## config.mk

```make
export PLATFORM = sky130hd
export DESIGN_NAME = imm_gen_pipe_flat
export DESIGN_NICKNAME = d
export VERILOG_FILES = /design/src/rtl/imm_pkg.sv /design/src/rtl/imm_gen_pipe_if.sv /design/src/rtl/imm_decode.sv /design/src/rtl/imm_gen_pipe.sv /design/src/flat_wrapper.sv
export SDC_FILE = /design/constraint.sdc
export NUM_CORES = 1
export LEC_CHECK = 0
export CAP_MARGIN = 20
export CORE_ASPECT_RATIO = 0.9
export CORE_MARGIN = 4
export CORE_UTILIZATION = 40
export DETAILED_ROUTE_END_ITERATION = 7
export PLACE_DENSITY = 0.66
export SLEW_MARGIN = 20
export SYNTH_ARGS = -nofsm -noshare
export SYNTH_HDL_FRONTEND = slang
export SYNTH_SLANG_ARGS = --single-unit
```

## constraint.sdc

```tcl
create_clock -name clk -period 6.2 [get_ports clk]
set_clock_uncertainty 0.2 [all_clocks]
set_input_delay 1.55 -clock clk [delete_from_list [all_inputs] [get_ports clk]]
set_output_delay 1.55 -clock clk [all_outputs]
set_load 0.1 [all_outputs]
```

## src/rtl/imm_pkg.sv

```systemverilog
// Shared decode-stage types: immediate format encodings and skid-buffer occupancy.
package imm_pkg;

    typedef enum logic [2:0] {
        IMM_I     = 3'b000,
        IMM_S     = 3'b001,
        IMM_B     = 3'b010,
        IMM_U     = 3'b011,
        IMM_J     = 3'b100,
        IMM_SHAMT = 3'b101,
        IMM_ZIMM  = 3'b110,
        IMM_NONE  = 3'b111
    } imm_src_e;

    typedef enum logic [1:0] {
        EMPTY = 2'b00,
        ONE   = 2'b01,
        FULL  = 2'b10
    } occ_state_e;

    localparam int INSTR_W = 32;

endpackage

```

## src/rtl/imm_gen_pipe_if.sv

```systemverilog
// Request/response bundle for the pipelined immediate generator.
import imm_pkg::*;

interface imm_gen_pipe_if #(
    parameter int XLEN  = 32,
    parameter int TAG_W = 8
);
    logic                flush;
    logic                in_valid;
    logic                in_ready;
    logic [INSTR_W-1:0]  in_instr;
    imm_src_e            in_imm_src;
    logic [TAG_W-1:0]    in_tag;
    logic                out_valid;
    logic                out_ready;
    logic [XLEN-1:0]     out_imm;
    logic [TAG_W-1:0]    out_tag;
    logic                out_illegal;

    modport master (
        output flush, in_valid, in_instr, in_imm_src, in_tag, out_ready,
        input  in_ready, out_valid, out_imm, out_tag, out_illegal
    );

    modport slave (
        input  flush, in_valid, in_instr, in_imm_src, in_tag, out_ready,
        output in_ready, out_valid, out_imm, out_tag, out_illegal
    );
endinterface

```

## src/rtl/imm_decode.sv

```systemverilog
// Pure combinational RISC-V immediate extractor, sign/zero-extended to XLEN.
module imm_decode
    import imm_pkg::*;
#(
    parameter int XLEN = 32
) (
    input  logic [INSTR_W-1:0] instr,
    input  imm_src_e           imm_src,
    output logic [XLEN-1:0]    imm,
    output logic               illegal
);

    // Opcode bits never feed an immediate field.
    logic unused_opcode;
    assign unused_opcode = ^instr[6:0];

    always_comb begin
        imm     = '0;
        illegal = 1'b0;
        case (imm_src)
            IMM_I:    imm = XLEN'($signed(instr[31:20]));
            IMM_S:    imm = XLEN'($signed({instr[31:25], instr[11:7]}));
            IMM_B:    imm = XLEN'($signed({instr[31], instr[7], instr[30:25], instr[11:8], 1'b0}));
            IMM_U:    imm = XLEN'($signed({instr[31:12], 12'b0}));
            IMM_J:    imm = XLEN'($signed({instr[31], instr[19:12], instr[20], instr[30:21], 1'b0}));
            IMM_SHAMT: begin
                // A 6-bit shift amount only exists on RV64; on RV32 bit 25 flags the result.
                if (XLEN == 64) begin
                    imm = XLEN'(instr[25:20]);
                end else begin
                    imm     = XLEN'(instr[24:20]);
                    illegal = instr[25];
                end
            end
            IMM_ZIMM: imm = XLEN'(instr[19:15]);
            IMM_NONE: imm = '0;
            default:  imm = '0;
        endcase
    end

endmodule

```

## src/rtl/imm_gen_pipe.sv

```systemverilog
// Registered immediate generator with a two-entry skid buffer (output reg + skid reg).
module imm_gen_pipe
    import imm_pkg::*;
#(
    parameter int XLEN  = 32,
    parameter int TAG_W = 8
) (
    input  logic           clk,
    input  logic           rst_n,
    imm_gen_pipe_if.slave  bus
);

    logic [XLEN-1:0]  dec_imm;
    logic             dec_illegal;

    occ_state_e       state_q;
    occ_state_e       state_d;

    logic [XLEN-1:0]  or_imm;
    logic [TAG_W-1:0] or_tag;
    logic             or_illegal;
    logic [XLEN-1:0]  sk_imm;
    logic [TAG_W-1:0] sk_tag;
    logic             sk_illegal;

    logic accept;
    logic drain;
    logic load_or_in;
    logic load_or_sk;
    logic load_sk;

    imm_decode #(.XLEN(XLEN)) u_decode (
        .instr   (bus.in_instr),
        .imm_src (bus.in_imm_src),
        .imm     (dec_imm),
        .illegal (dec_illegal)
    );

    // Ready/valid are decodes of the state register only, so out_ready never reaches in_ready.
    assign bus.in_ready    = (state_q != FULL);
    assign bus.out_valid   = (state_q != EMPTY);
    assign bus.out_imm     = or_imm;
    assign bus.out_tag     = or_tag;
    assign bus.out_illegal = or_illegal;

    assign accept = bus.in_valid & bus.in_ready & ~bus.flush;
    assign drain  = bus.out_valid & bus.out_ready;

    always_comb begin
        state_d    = state_q;
        load_or_in = 1'b0;
        load_or_sk = 1'b0;
        load_sk    = 1'b0;
        case (state_q)
            EMPTY: begin
                if (accept) begin
                    state_d    = ONE;
                    load_or_in = 1'b1;
                end
            end
            ONE: begin
                if (accept && drain) begin
                    load_or_in = 1'b1;
                end else if (accept) begin
                    state_d = FULL;
                    load_sk = 1'b1;
                end else if (drain) begin
                    state_d = EMPTY;
                end
            end
            FULL: begin
                if (drain) begin
                    state_d    = ONE;
                    load_or_sk = 1'b1;
                end
            end
            default: state_d = EMPTY;
        endcase
        if (bus.flush) begin
            state_d    = EMPTY;
            load_or_in = 1'b0;
            load_or_sk = 1'b0;
            load_sk    = 1'b0;
        end
    end

    // The output register is cleared on reset so the visible result reads zero afterwards.
    always_ff @(posedge clk) begin
        if (!rst_n) begin
            state_q    <= EMPTY;
            or_imm     <= '0;
            or_tag     <= '0;
            or_illegal <= 1'b0;
        end else begin
            state_q <= state_d;
            if (load_or_in) begin
                or_imm     <= dec_imm;
                or_tag     <= bus.in_tag;
                or_illegal <= dec_illegal;
            end else if (load_or_sk) begin
                or_imm     <= sk_imm;
                or_tag     <= sk_tag;
                or_illegal <= sk_illegal;
            end
        end
    end

    always_ff @(posedge clk) begin
        if (load_sk) begin
            sk_imm     <= dec_imm;
            sk_tag     <= bus.in_tag;
            sk_illegal <= dec_illegal;
        end
    end

endmodule

```

## src/flat_wrapper.sv

```systemverilog
// flat-port wrapper written by rule: the top's interface ports become plain ports
module imm_gen_pipe_flat import imm_pkg::*;
#(
    parameter int XLEN  = 32,
    parameter int TAG_W = 8
)
  (clk, rst_n, bus_flush, bus_in_valid, bus_in_instr, bus_in_imm_src, bus_in_tag, bus_out_ready, bus_in_ready, bus_out_valid, bus_out_imm, bus_out_tag, bus_out_illegal);
  imm_gen_pipe_if #(.XLEN(XLEN), .TAG_W(TAG_W)) bus_i ();
  input  logic clk;
  input  logic rst_n;
  input wire logic [$bits(bus_i.flush)-1:0] bus_flush;
  input wire logic [$bits(bus_i.in_valid)-1:0] bus_in_valid;
  input wire logic [$bits(bus_i.in_instr)-1:0] bus_in_instr;
  input wire logic [$bits(bus_i.in_imm_src)-1:0] bus_in_imm_src;
  input wire logic [$bits(bus_i.in_tag)-1:0] bus_in_tag;
  input wire logic [$bits(bus_i.out_ready)-1:0] bus_out_ready;
  output wire logic [$bits(bus_i.in_ready)-1:0] bus_in_ready;
  output wire logic [$bits(bus_i.out_valid)-1:0] bus_out_valid;
  output wire logic [$bits(bus_i.out_imm)-1:0] bus_out_imm;
  output wire logic [$bits(bus_i.out_tag)-1:0] bus_out_tag;
  output wire logic [$bits(bus_i.out_illegal)-1:0] bus_out_illegal;
  assign bus_i.flush = bus_flush;
  assign bus_i.in_valid = bus_in_valid;
  assign bus_i.in_instr = bus_in_instr;
  assign bus_i.in_imm_src = bus_in_imm_src;
  assign bus_i.in_tag = bus_in_tag;
  assign bus_i.out_ready = bus_out_ready;
  assign bus_in_ready = bus_i.in_ready;
  assign bus_out_valid = bus_i.out_valid;
  assign bus_out_imm = bus_i.out_imm;
  assign bus_out_tag = bus_i.out_tag;
  assign bus_out_illegal = bus_i.out_illegal;
  imm_gen_pipe #(.XLEN(XLEN), .TAG_W(TAG_W)) u_core (.clk(clk), .rst_n(rst_n), .bus(bus_i));
endmodule
```

==> out/summary.md, run 1 <==
The flow ran to the end, and the final reports show no timing, DRC or antenna violations. The tools report the post-CTS setup buffer count as 0. The total placed cells including tap cells came out at 546.

The floorplan step defined a die boundary enclosing 0.0112 sq mm. Among all stages on the critical path, the largest delay is contributed by sky130_fd_sc_hd__clkdlybuf4s50_1. Counting instances, the worst hold path has a depth of 2. TritonCTS built the clock tree. The headroom to the max-slew limit came out at 31.8%. The pre-antenna-repair detailed-routing pass consisted of 5 iterations.

Setup repair after global routing left no endpoint under its margin. The number of nets handed over by synthesis was 416. The TritonCTS buffer count came out at 9. The tools report the standard cell area after detailed placement as 0.00469 sq mm. With fillers left out, the area of the finished cells amounts to 0.00487 sq mm. The floorplan has 33 rows. The tools report the routability congestion estimate as 0.810.

Most used flip-flop cell after synthesis: sky130_fd_sc_hd__dfxtp_1. 91 I/O pins were placed. The cell count after synthesis came out at 368. For the signal arrival time at the worst endpoint, the log shows 2.10 ns. The length in cells of the worst reg-to-reg path works out to 3. Number of antenna-violating nets in the routed design: 0. VDD sags by at most 118 uV. For this run, the number of Yosys warnings is 0.

For the core region area, the log shows 0.00925 sq mm. The measured slew at the worst slew-check pin is 1.02 ns. The clock tree synthesis step divided the H-tree into 3 levels. The worst reg2reg path endpoint was u_core.sk_imm[28]. Clock latency on the worst-skew pair, taken at its later pin, is 0.35 ns. In this run, post-CTS hold repair placed 0 buffers. The mapped netlist covers 0.00384 sq mm. Cells with a size suffix above 1 make up 8.41% of the layout. Capture endpoint of the worst hold path: u_core.bus.out_imm[31]. The final critical path takes up 62.1% of the cycle.

The number of storage elements in the synthesis netlist works out to 84. After global routing the overflow that remains totals 0. In this run, the number of DRC markers left after iteration 0 of detailed routing was 231. The run gives 0 as the number of antenna diodes. The min-delay analysis places its worst path in the category flop to flop.

The top fanout value on the critical path is 9, and the count of endpoints failing setup in the final report is 0. Kind of critical path: flop to primary output. The maximum number of pins on one net before global-route repair is 55. The net count of the finished layout is 483. After clock tree synthesis, the repair step resized 0 gates.

The worst setup path is captured at a primary output. After layout, the worst setup slack is 2.35 ns. The filler-free cell count of the finished design came out at 562. The floorplan step set the die width to 111 um. Fraction of the core area covered by cells at the end of the flow: 52.7%.

For the max-capacitance violation count, the log shows 0. The area growth from synthesis to layout is 26.9%. Fraction of registers with async set or reset after synthesis: 0%. The total routing usage reported by global routing was 16.3%; the number of different library cells in the post-synthesis netlist was 50.

The run gives 14600 um as the global-route wire length before repair. For this design the static power due to leakage is 0.00193 uW. Placed wire-length estimate after detailed placement: 6030 um. The critical path goes through or2_2 -> clkdlybuf4s50_1. The clock transition at the register clock pins on the worst setup and hold paths after CTS works out to 0.08 ns. The tools report the critical hold path startpoint as u_core.bus.out_imm[31]. After detailed routing, the total wire length is 9350 um. Measured along the y axis, the die boundary spans 101 um.

The tools report the cell at the root of the clock tree as sky130_fd_sc_hd__clkbuf_8. For this configuration, the core starts out at a cell density of 41.5%. For this run, the register share of the synthesized area comes to 54.5%. The sum of negative setup slack was 0 ns; the total count of hold-check failures in the final report was 0. No sink is reached through more buffers than the 2 on the longest clock path. The number of antenna violations at the first check in global routing is 0. For this run, design rule violations remaining after detail routing come to 0. The via density per instance is 5.51, and the total power per unit cell area is 257 mW/mm^2.

In this run the critical register-to-register path is launched from u_core.state_q[1]. The number of buffers added on ports is 83, and the required time of the worst setup path is 4.45 ns. The maximum single-stage delay on the critical path is 1.12 ns, and the slack of the worst reg-to-reg path is 3.77 ns. Startpoint class of the critical path: a flop. Timing would allow up to 260 MHz. Count of final max-slew check failures: 0. The number of flops mapped to enable cells by yosys is 41, and the post-synthesis area per instance is 10.4 sq um. For this block, the via count after detailed routing is 3098. Via count of the first global-routing pass: 2830. The number of sinks driven by the clock tree was 84; the post-route minimum period was 3.85 ns. In the final routed layout, each cell accounts on average for 16.6 um. The run gives 2.06 ns as the worst setup slack after placement.
## kinds of logic (layout without fill, tap and decap cells)
kind of cell / Yosys count / count (layout) / share of synthesized area [%]
buf+inv: 34 / 106 / 4.69
fa+ha+maj: 1 / 1 / 0.358
mux: 10 / 10 / 2.77
flops: 84 / 84 / 54.5
compound gates: 105 / 105 / 20.1
simple gates: 134 / 134 / 17.6
## report_power, final
group | switching (uW) | total [uW] | internal (uW)
combinational | 189 | 276 | 86.4
clock | 206 | 365 | 159
sequential | 9.04 | 610 | 601
## cells in the final DEF (no fill, tap or decap), drive strengths merged, types with 10 or more instances in the layout
cell type      synthesis  layout
clkbuf                 8      10
o211a                 22      22
nand3                 31      31
o21ai                 20      20
nand2                 61      61
nor2b                 11      11
edfxtp                41      41
dfxtp                 43      43
clkdlybuf4s50          0      82
a21oi                 19      19
## layout make-up
type / count / area [sq um]
clock buffer: 10 / 138
fill: 865 / 4380
sequential: 84 / 2090
multi-input combinational: 250 / 1580
timing repair buffer: 87 / 856
clock inverter: 6 / 47.5
inverter: 3 / 11.3
tap: 122 / 153
## per-stage QoR
step / power (uW) / hold WS [ns]
6_report: 1250 / 0.282
5_1_grt: 1310 / 0.316
4_1_cts: 1260 / 0.287
3_5_place_dp: 899 / 0.271
3_3_place_gp: 896 / 0.264
2_1_floorplan: 820 / 0.257
## metal layers
| metal | vias up | global-route usage (%) | routed length (um) |
|---|---|---|---|
| met1 | 1471 | 21.9 | 4220 |
| met2 | 113 | 26.3 | 4410 |
| met3 | 17 | 2.88 | 564 |
| li1 | 1497 | - | - |
| met4 | 0 | 6.08 | 159 |
| met5 | - | 0 | 0 |
## worst max-delay path by stage
| stage | startpoint | endpoint | slack (ns) | depth (start not counted) |
|---|---|---|---|---|
| final | u_core.state_q[1] | bus_out_valid | 2.35 | 2 |
| after global routing | bus_in_imm_src[1] | u_core.bus.out_imm[12] | 2.23 | 5 |
| after CTS | u_core.state_q[1] | bus_out_valid | 2.34 | 2 |
| after detailed placement | bus_in_imm_src[1] | u_core.bus.out_imm[15] | 2.06 | 5 |
| after global placement | bus_in_valid | u_core.sk_imm[12] | 2.06 | 4 |
| after floorplan | bus_flush | u_core.sk_illegal | 1.88 | 2 |
## flip-flops by register name, indices dropped and copies added, names as in the netlist
signal and cells:
u_core.sk_imm 32, u_core.bus.out_tag 8, u_core.state_q 2, u_core.bus.out_illegal 1, u_core.sk_tag 8, u_core.bus.out_imm 32
u_core.sk_illegal 1
## worst max-delay path, delay by kind of cell (launching register included)
kind                   cells  cell delay (ns)
buffers and inverters      1             1.12
flip-flops                 1             0.48
AND/OR/NAND/NOR            1             0.16
## cells in the mapped netlist, types with 2 or more instances
master                      n  area [sq um]
sky130_fd_sc_hd__a21o_1     8          60.1
sky130_fd_sc_hd__buf_6      2          22.5
sky130_fd_sc_hd__nor2_1     9          33.8
sky130_fd_sc_hd__buf_2     15          75.1
sky130_fd_sc_hd__a31o_1     9          78.8
sky130_fd_sc_hd__edfxtp_1  41          1230
sky130_fd_sc_hd__nor3_1     2          10.0
sky130_fd_sc_hd__dfxtp_1   43           861
sky130_fd_sc_hd__o21ai_0   17          85.1
sky130_fd_sc_hd__nand2_1   61           229
sky130_fd_sc_hd__a31oi_1    8          50.1
sky130_fd_sc_hd__o22ai_1    4          25.0
sky130_fd_sc_hd__a222oi_1   5          50.1
sky130_fd_sc_hd__buf_4      5          37.5
sky130_fd_sc_hd__a22oi_1    2          15.0
sky130_fd_sc_hd__inv_1      3          11.3
sky130_fd_sc_hd__o21ai_1    2          10.0
sky130_fd_sc_hd__nand2b_1   2          12.5
sky130_fd_sc_hd__o221ai_1   2          17.5
sky130_fd_sc_hd__o211a_1   22           220
sky130_fd_sc_hd__nor3b_1    2          15.0
sky130_fd_sc_hd__clkbuf_1   8          30.0
sky130_fd_sc_hd__nor2b_1   10          62.6
sky130_fd_sc_hd__mux2i_1    5          50.1
sky130_fd_sc_hd__and3b_1    4          35.0
sky130_fd_sc_hd__a21oi_1   19          95.1
sky130_fd_sc_hd__mux2_2     5          56.3
sky130_fd_sc_hd__nand3_1   31           155
Power figures use the tool's default switching activity.
==> run 2, diff against run 1 <==
==> constraint.sdc (replaced) <==
create_clock -name clk -period 3.65 [get_ports clk]
set_clock_uncertainty 0.2 [all_clocks]
set_input_delay 0.9125 -clock clk [delete_from_list [all_inputs] [get_ports clk]]
set_output_delay 0.9125 -clock clk [all_outputs]
set_load 0.1 [all_outputs]
==> out/summary.md, run 2 (synthesis results as in run 1) <==
The tools report the final wirelength as 9570 um. In the routed layout, each cell is associated on average with a via count of 5.45. The switching power share of the total is 31.5%. The final clock period utilization by the worst path is 78.7%. The number of buffers added on ports is 83. The total count of hold-check failures in the final report was 0; the clock transition at the register clock pins on the worst setup and hold paths after CTS was 0.08 ns. The signal arrival time at the worst endpoint is 2.97 ns. The capturing element type of the critical path was a flop. Buffers inserted during clock tree synthesis total 9.

The count of final max-slew check failures was 0. The max-capacitance violation count came out at 0. In this run the vertical extent of the chip is 101 um. At the end of routability-driven placement, the weighted congestion stood at 0.828.

The detailed-route DRC error count was 0; the initial core utilization was 41.5%. The clock insertion delay at the later pin of the skew report is 0.36 ns, and the number of iterations in the first detailed-routing pass is 5. The core region area was 0.00925 sq mm; the maximum ir drop on the vdd rail was 208 uV. TritonCTS built the clock tree. By instance count, the cell type seen most on the critical path is sky130_fd_sc_hd__buf_4. The signal on the critical path passes through clkdlybuf4s50_1 -> buf_4 -> nor2b_1 -> buf_4 -> a21oi_1 -> o21ai_0 -> o211a_1. The die covers 0.0112 sq mm.

The tools report the total via count in the routed design as 3105. The via count of the first global-routing pass is 3040. Cells fill 52.6% of the core in the end. Summing all non-filler instances in the final layout gives an area of 0.00486 sq mm. The slowest cell on the critical path was sky130_fd_sc_hd__clkdlybuf4s50_1.

The count of nets left with antenna violations once routing finished came out at 0. The worst setup path is launched from a primary input. The count of H-tree levels built during CTS was 3; the share of total power in the clock network was 31.5%. The path class of the tightest hold or removal check is flop to flop. Setup violations remaining at the end of the flow were counted as 0.

The post-route minimum period was 2.87 ns; the aggregate global routing overflow was 0. The number of gates resized after CTS was 0. For this run, the total global-route usage over all layers was measured as 17.3%. The sum of negative setup slack came out at 0 ns. The tools report the global-route wire length before repair as 15800 um. The run finished with clean final reports.

Per report_power, the sequential group accounts for 47.2% of the total. In this run, the number of DRC markers left after iteration 0 of detailed routing was 163. The maximum single-stage delay on the critical path works out to 0.72 ns. Data on the critical path is required at its endpoint by 3.75 ns. For the maximum number of pins on one net before global-route repair, the log shows 47. Setup repair after global routing left no endpoint under its margin. The clock net in this run drives a total of 84 sinks. For this design the total switching power over the nets is 693 uW. For the relative contribution of combinational cells to total power, the log shows 21.3%. The tools report the buffer depth of the longest clock path as 2. Post-CTS timing repair inserted 0 buffers for setup. Hold buffer count at CTS: 0. Measured against its own limit, the worst slew margin works out to 44.5%.

Across all hold checks on the routed design, the worst slack comes to 0.265 ns. Design internal power: 1500 uW. The setup path with the least slack is of type primary input to flop. met2 is the most crowded layer. In this run the cell area measured after placement is 0.00465 sq mm. For this run, the top clock speed supported by timing is 348 MHz.

The measured slew at the worst slew-check pin is 0.830 ns, and the met1 track utilization from global routing is 22.0%. The library cell used most frequently in the layout, excluding fill and tap cells, is sky130_fd_sc_hd__nand2_1. In this run the power density over the cells is 452 mW/mm^2. The placed wire-length estimate after detailed placement is 6400 um, and the met3 usage in global routing is 4.26%. The number of antenna violations at the first check in global routing is 0. The final layout contains 491 nets. After detailed routing, the average wire length per cell comes to 16.8 um. The top fanout value on the critical path was 14.

In the layout the commonest cells are sky130_fd_sc_hd__nand2_1, sky130_fd_sc_hd__buf_4, sky130_fd_sc_hd__dfxtp_1. The floorplan step set the die width to 111 um. In this run the core area contains 33 standard-cell rows. The number of antenna diodes is 0, and the share of post-route cells with drive strength above 1 is 19.6%. The met2 track utilization from global routing came out at 29.3%. Area growth from synthesis to layout: 26.6%.

Cell at the root of the clock tree: sky130_fd_sc_hd__clkbuf_8. The slack of the worst reg-to-reg path is 1.62 ns. In this run the static leakage power is 0.00205 uW. Pin placement for this block handled 91 I/O pins.
[run 2: changes by cell type in the layout (fill, tap and decap cells not counted), moves of 2 or more]
cell / before / now
sky130_fd_sc_hd__buf_4: 4 / 54
sky130_fd_sc_hd__clkinvlp_4: 1 / 3
sky130_fd_sc_hd__clkdlybuf4s50_1: 82 / 39
sky130_fd_sc_hd__clkinv_4: 3 / 1
[run 2: worst max-delay path, delay by kind of cell]
kind / cells / cell delay [ns]
and+or+nand+nor: 1 / 0.25
AOI/OAI and AO/OA: 3 / 0.61
buffers and inverters: 3 / 1.19
[run 2: routing by layer]
metal	vias to the layer above	part of all wire (%)
met5	-	0
met4	0	1.0
met3	6	5.7
met2	88	49
met1	1498	44
li1	1513	-
[run 2: area by class of cell]
class                   instances  area [sq um]
inverters                       3          11.3
clock buffers                  10           138
fillers                       890          4390
repair buffers                 95           821
clock inverters                 6          72.6
multi-input cells             250          1580
flip-flops and latches         84          2090
well taps                     122           153
[run 2: power groups by stage]
stage	Sequential (uW)	Clock, uW	Combinational, uW
2_1_floorplan	1240	0	149
3_3_place_gp	1060	0	461
3_5_place_dp	1060	0	468
4_1_cts	1040	715	469
5_1_grt	1040	753	496
6_report	1040	692	468
[run 2: worst paths after layout]
| kind | from | end | cells past startpoint |
|---|---|---|---|
| setup / recovery | bus_in_imm_src[2] | u_core.bus.out_imm[12] | 7 |
| setup reg to reg | u_core.state_q[1] | u_core.bus.out_imm[7] | 5 |
| hold / removal | u_core.bus.out_imm[31] | u_core.bus.out_imm[31] | 2 |
| hold reg to reg | u_core.bus.out_imm[31] | u_core.bus.out_imm[31] | 2 |
[run 2: through the flow]
step / total power (uW) / instances / setup slack [ns]
finish: 2200 / 570 / 0.779
global route: 2290 / 570 / 0.665
CTS: 2220 / 570 / 0.831
detailed placement: 1530 / 554 / 0.481
global placement: 1520 / 554 / 0.522
floorplan: 1390 / 368 / 0.648
==> run 3, diff against run 2 <==
==> constraint.sdc (replaced) <==
create_clock -name clk -period 2.8 [get_ports clk]
set_clock_uncertainty 0.2 [all_clocks]
set_input_delay 0.7 -clock clk [delete_from_list [all_inputs] [get_ports clk]]
set_output_delay 0.7 -clock clk [all_outputs]
set_load 0.1 [all_outputs]
==> out/summary.md, run 3 (synthesis results as in run 1) <==
IR analysis of the VDD net gives a maximum drop of 241 uV. Vertical extent of the die: 101 um. Detailed routing inserted a total of 3092 vias. The run finished with clean final reports. In this run the cell area measured after placement is 0.00473 sq mm.

After detailed routing, the number of vias per cell comes to 5.36. Leaving out fill and tap cells, the most frequent cell in the layout is sky130_fd_sc_hd__nand2_1. The count of nets left with antenna violations once routing finished came out at 0. The worst setup path is of the primary input to flop kind. Kind of path behind the tightest hold check: flop to flop. The logs give 33 for the cell row count and 1960 uW for the design internal power.

The logs give 9 for the TritonCTS buffer count and 0 for the aggregate global routing overflow. Setup violations remaining at the end of the flow were counted as 0. The length in cells of the worst reg-to-reg path was 4; the top fanout value on the critical path was 13. The top cell types in the final layout, fill and taps aside, are sky130_fd_sc_hd__nand2_1, sky130_fd_sc_hd__buf_4, sky130_fd_sc_hd__dfxtp_1. In this run, flip-flops and latches consume 47.7% of the power. STA classifies the critical path endpoint as a flop.

Wires add up to 9570 um. Clock-pin slew was measured on the worst setup and hold paths at 0.08 ns. The number of sinks driven by the clock tree is 84, and the number of iterations in the first detailed-routing pass is 4.

The core region area was 0.00925 sq mm; the buffer depth of the longest clock path was 2. Based on the critical path, the design can be clocked at up to 409 MHz. In the routed design, unresolved DRC markers number 0. Clock tree synthesis selected as its root buffer the cell sky130_fd_sc_hd__clkbuf_8. The run gives 0.34 ns as the clock insertion delay at the later pin of the skew report.

In this run, post-CTS repair resized a total of 0 instances. Setup repair after global routing left no endpoint under its margin. Switching power share of the total: 30.8%. The via count of the first global-routing pass is 3049. The measured slew at the worst slew-check pin came out at 0.841 ns.

The analysis attributes to net switching a power of 873 uW. The first global-routing pass estimated 15500 um of wire. Pin placement for this block handled 91 I/O pins. Detailed placement ended at an HPWL of 6590 um.

On the critical path, the stage with the largest delay is an instance of sky130_fd_sc_hd__nor2_1. The analysis attributes to cell leakage a power of 0.00210 uW. The routed wire length per instance was 16.6 um. The worst setup path is launched from a primary input. The congestion estimate from routability-driven global placement came to 0.849. For the worst setup path, the data arrival time is 2.54 ns. In this run, the number of DRC markers left after iteration 0 of detailed routing was 163.

TritonCTS built the clock tree. The worst hold path begins at u_core.bus.out_illegal. The total count of hold-check failures in the final report is 0, and the maximum single-stage delay on the critical path is 0.66 ns. For the final instance area, the log shows 0.00492 sq mm.

The worst hold margin came out at 0.285 ns. Counting I/O delays and the setup requirement, the final critical path takes 2.45 ns. In this run, post-CTS hold repair placed 0 buffers.

Sum of negative setup slack: 0 ns. The die span in x was 111 um. The final clock period utilization by the worst path works out to 87.4%.

Combinational cells account for 21.8% of the total power. The number of antenna diodes in the final layout is 0. The count of final max-slew check failures was 0; the total routing usage reported by global routing was 17.3%. STA puts the critical path data required time at 2.89 ns. The share of post-route cells with drive strength above 1 is 20.7%. The run gives 47 as the maximum number of pins on one net before global-route repair. The tools report the origin of the critical flop-to-flop path as u_core.state_q[0]. The floorplan step defined a die boundary enclosing 0.0112 sq mm.

Relative to the synthesized area, the layout overhead comes to 28.2%. After the last flow step, the layout net total stands at 498. The number of antenna violations at the first check in global routing came out at 0. The share of total power in the clock network is 30.5%, and the depth of the worst hold-timing path is 2. The tools report the worst setup path startpoint as bus_in_imm_src[2]. The initial core utilization came out at 41.5%.

The total power per unit cell area works out to 575 mW/mm^2. Count of H-tree levels built during CTS: 3. The post-CTS setup buffer count is 0, and the fraction of the core area covered by cells at the end of the flow is 53.2%. During placement, the flow inserted port buffers numbering 83.

Traced cell by cell, the critical path runs through clkdlybuf4s50_1 -> buf_4 -> nor2_1 -> a21o_2 -> o211a_1. In this run the tightest slew margin relative to its limit is 43.7%. Max-cap violations in this run came to 0.
## run 3: cell types whose count changed in the layout (fill, tap and decap cells not counted), sizes merged
cell	before	now
buf	56	63
inv	4	3
clkinvlp	3	1
clkbuf	10	11
clkinv	1	3
## run 3: path summary, 6_finish.rpt
kind | end | slack, ns
max | u_core.bus.out_imm[30] | 0.35
min | u_core.bus.out_illegal | 0.29
max reg2reg | u_core.bus.out_imm[7] | 1.01
min reg2reg | u_core.bus.out_illegal | 0.29
## run 3: power by group through the flow
stage / logic [uW] / clock network (uW) / registers, uW
global placement: 612 / 0 / 1380
global route: 655 / 947 / 1360
CTS: 621 / 888 / 1350
floorplan: 194 / 0 / 1620
finish: 617 / 863 / 1350
detailed placement: 619 / 0 / 1380
## run 3: layout make-up
class / instances / area [sq um]
clock buffer: 11 / 141
clock inverter: 5 / 52.6
fill: 858 / 4330
inverter: 3 / 11.3
multi-input combinational: 250 / 1580
sequential: 84 / 2090
tap: 122 / 153
timing repair buffer: 102 / 898
## run 3: per-layer routing
layer  global-route usage [%]  vias up  wire length (um)  part of all wire, %
met5                        0        -                 0                    0
met2                     29.6       86              4670                   49
met1                     21.8     1471              4250                   44
met3                     3.42       11               536                  5.6
met4                     6.17        0               111                  1.2
li1                         -     1524                 -                    -
## run 3: worst max-delay path, delay by kind of cell
family          cells  cell delay (ns)
compound gates      2             0.40
buf+inv             2             0.77
simple gates        1             0.66
## run 3: stage by stage
step | total power (uW) | cells | worst slack [ns]
2_1_floorplan | 1820 | 368 | 0.0108
3_3_place_gp | 1990 | 561 | 0.0300
3_5_place_dp | 2000 | 561 | 0.0237
4_1_cts | 2860 | 577 | 0.404
5_1_grt | 2960 | 577 | 0.253
6_report | 2830 | 577 | 0.353
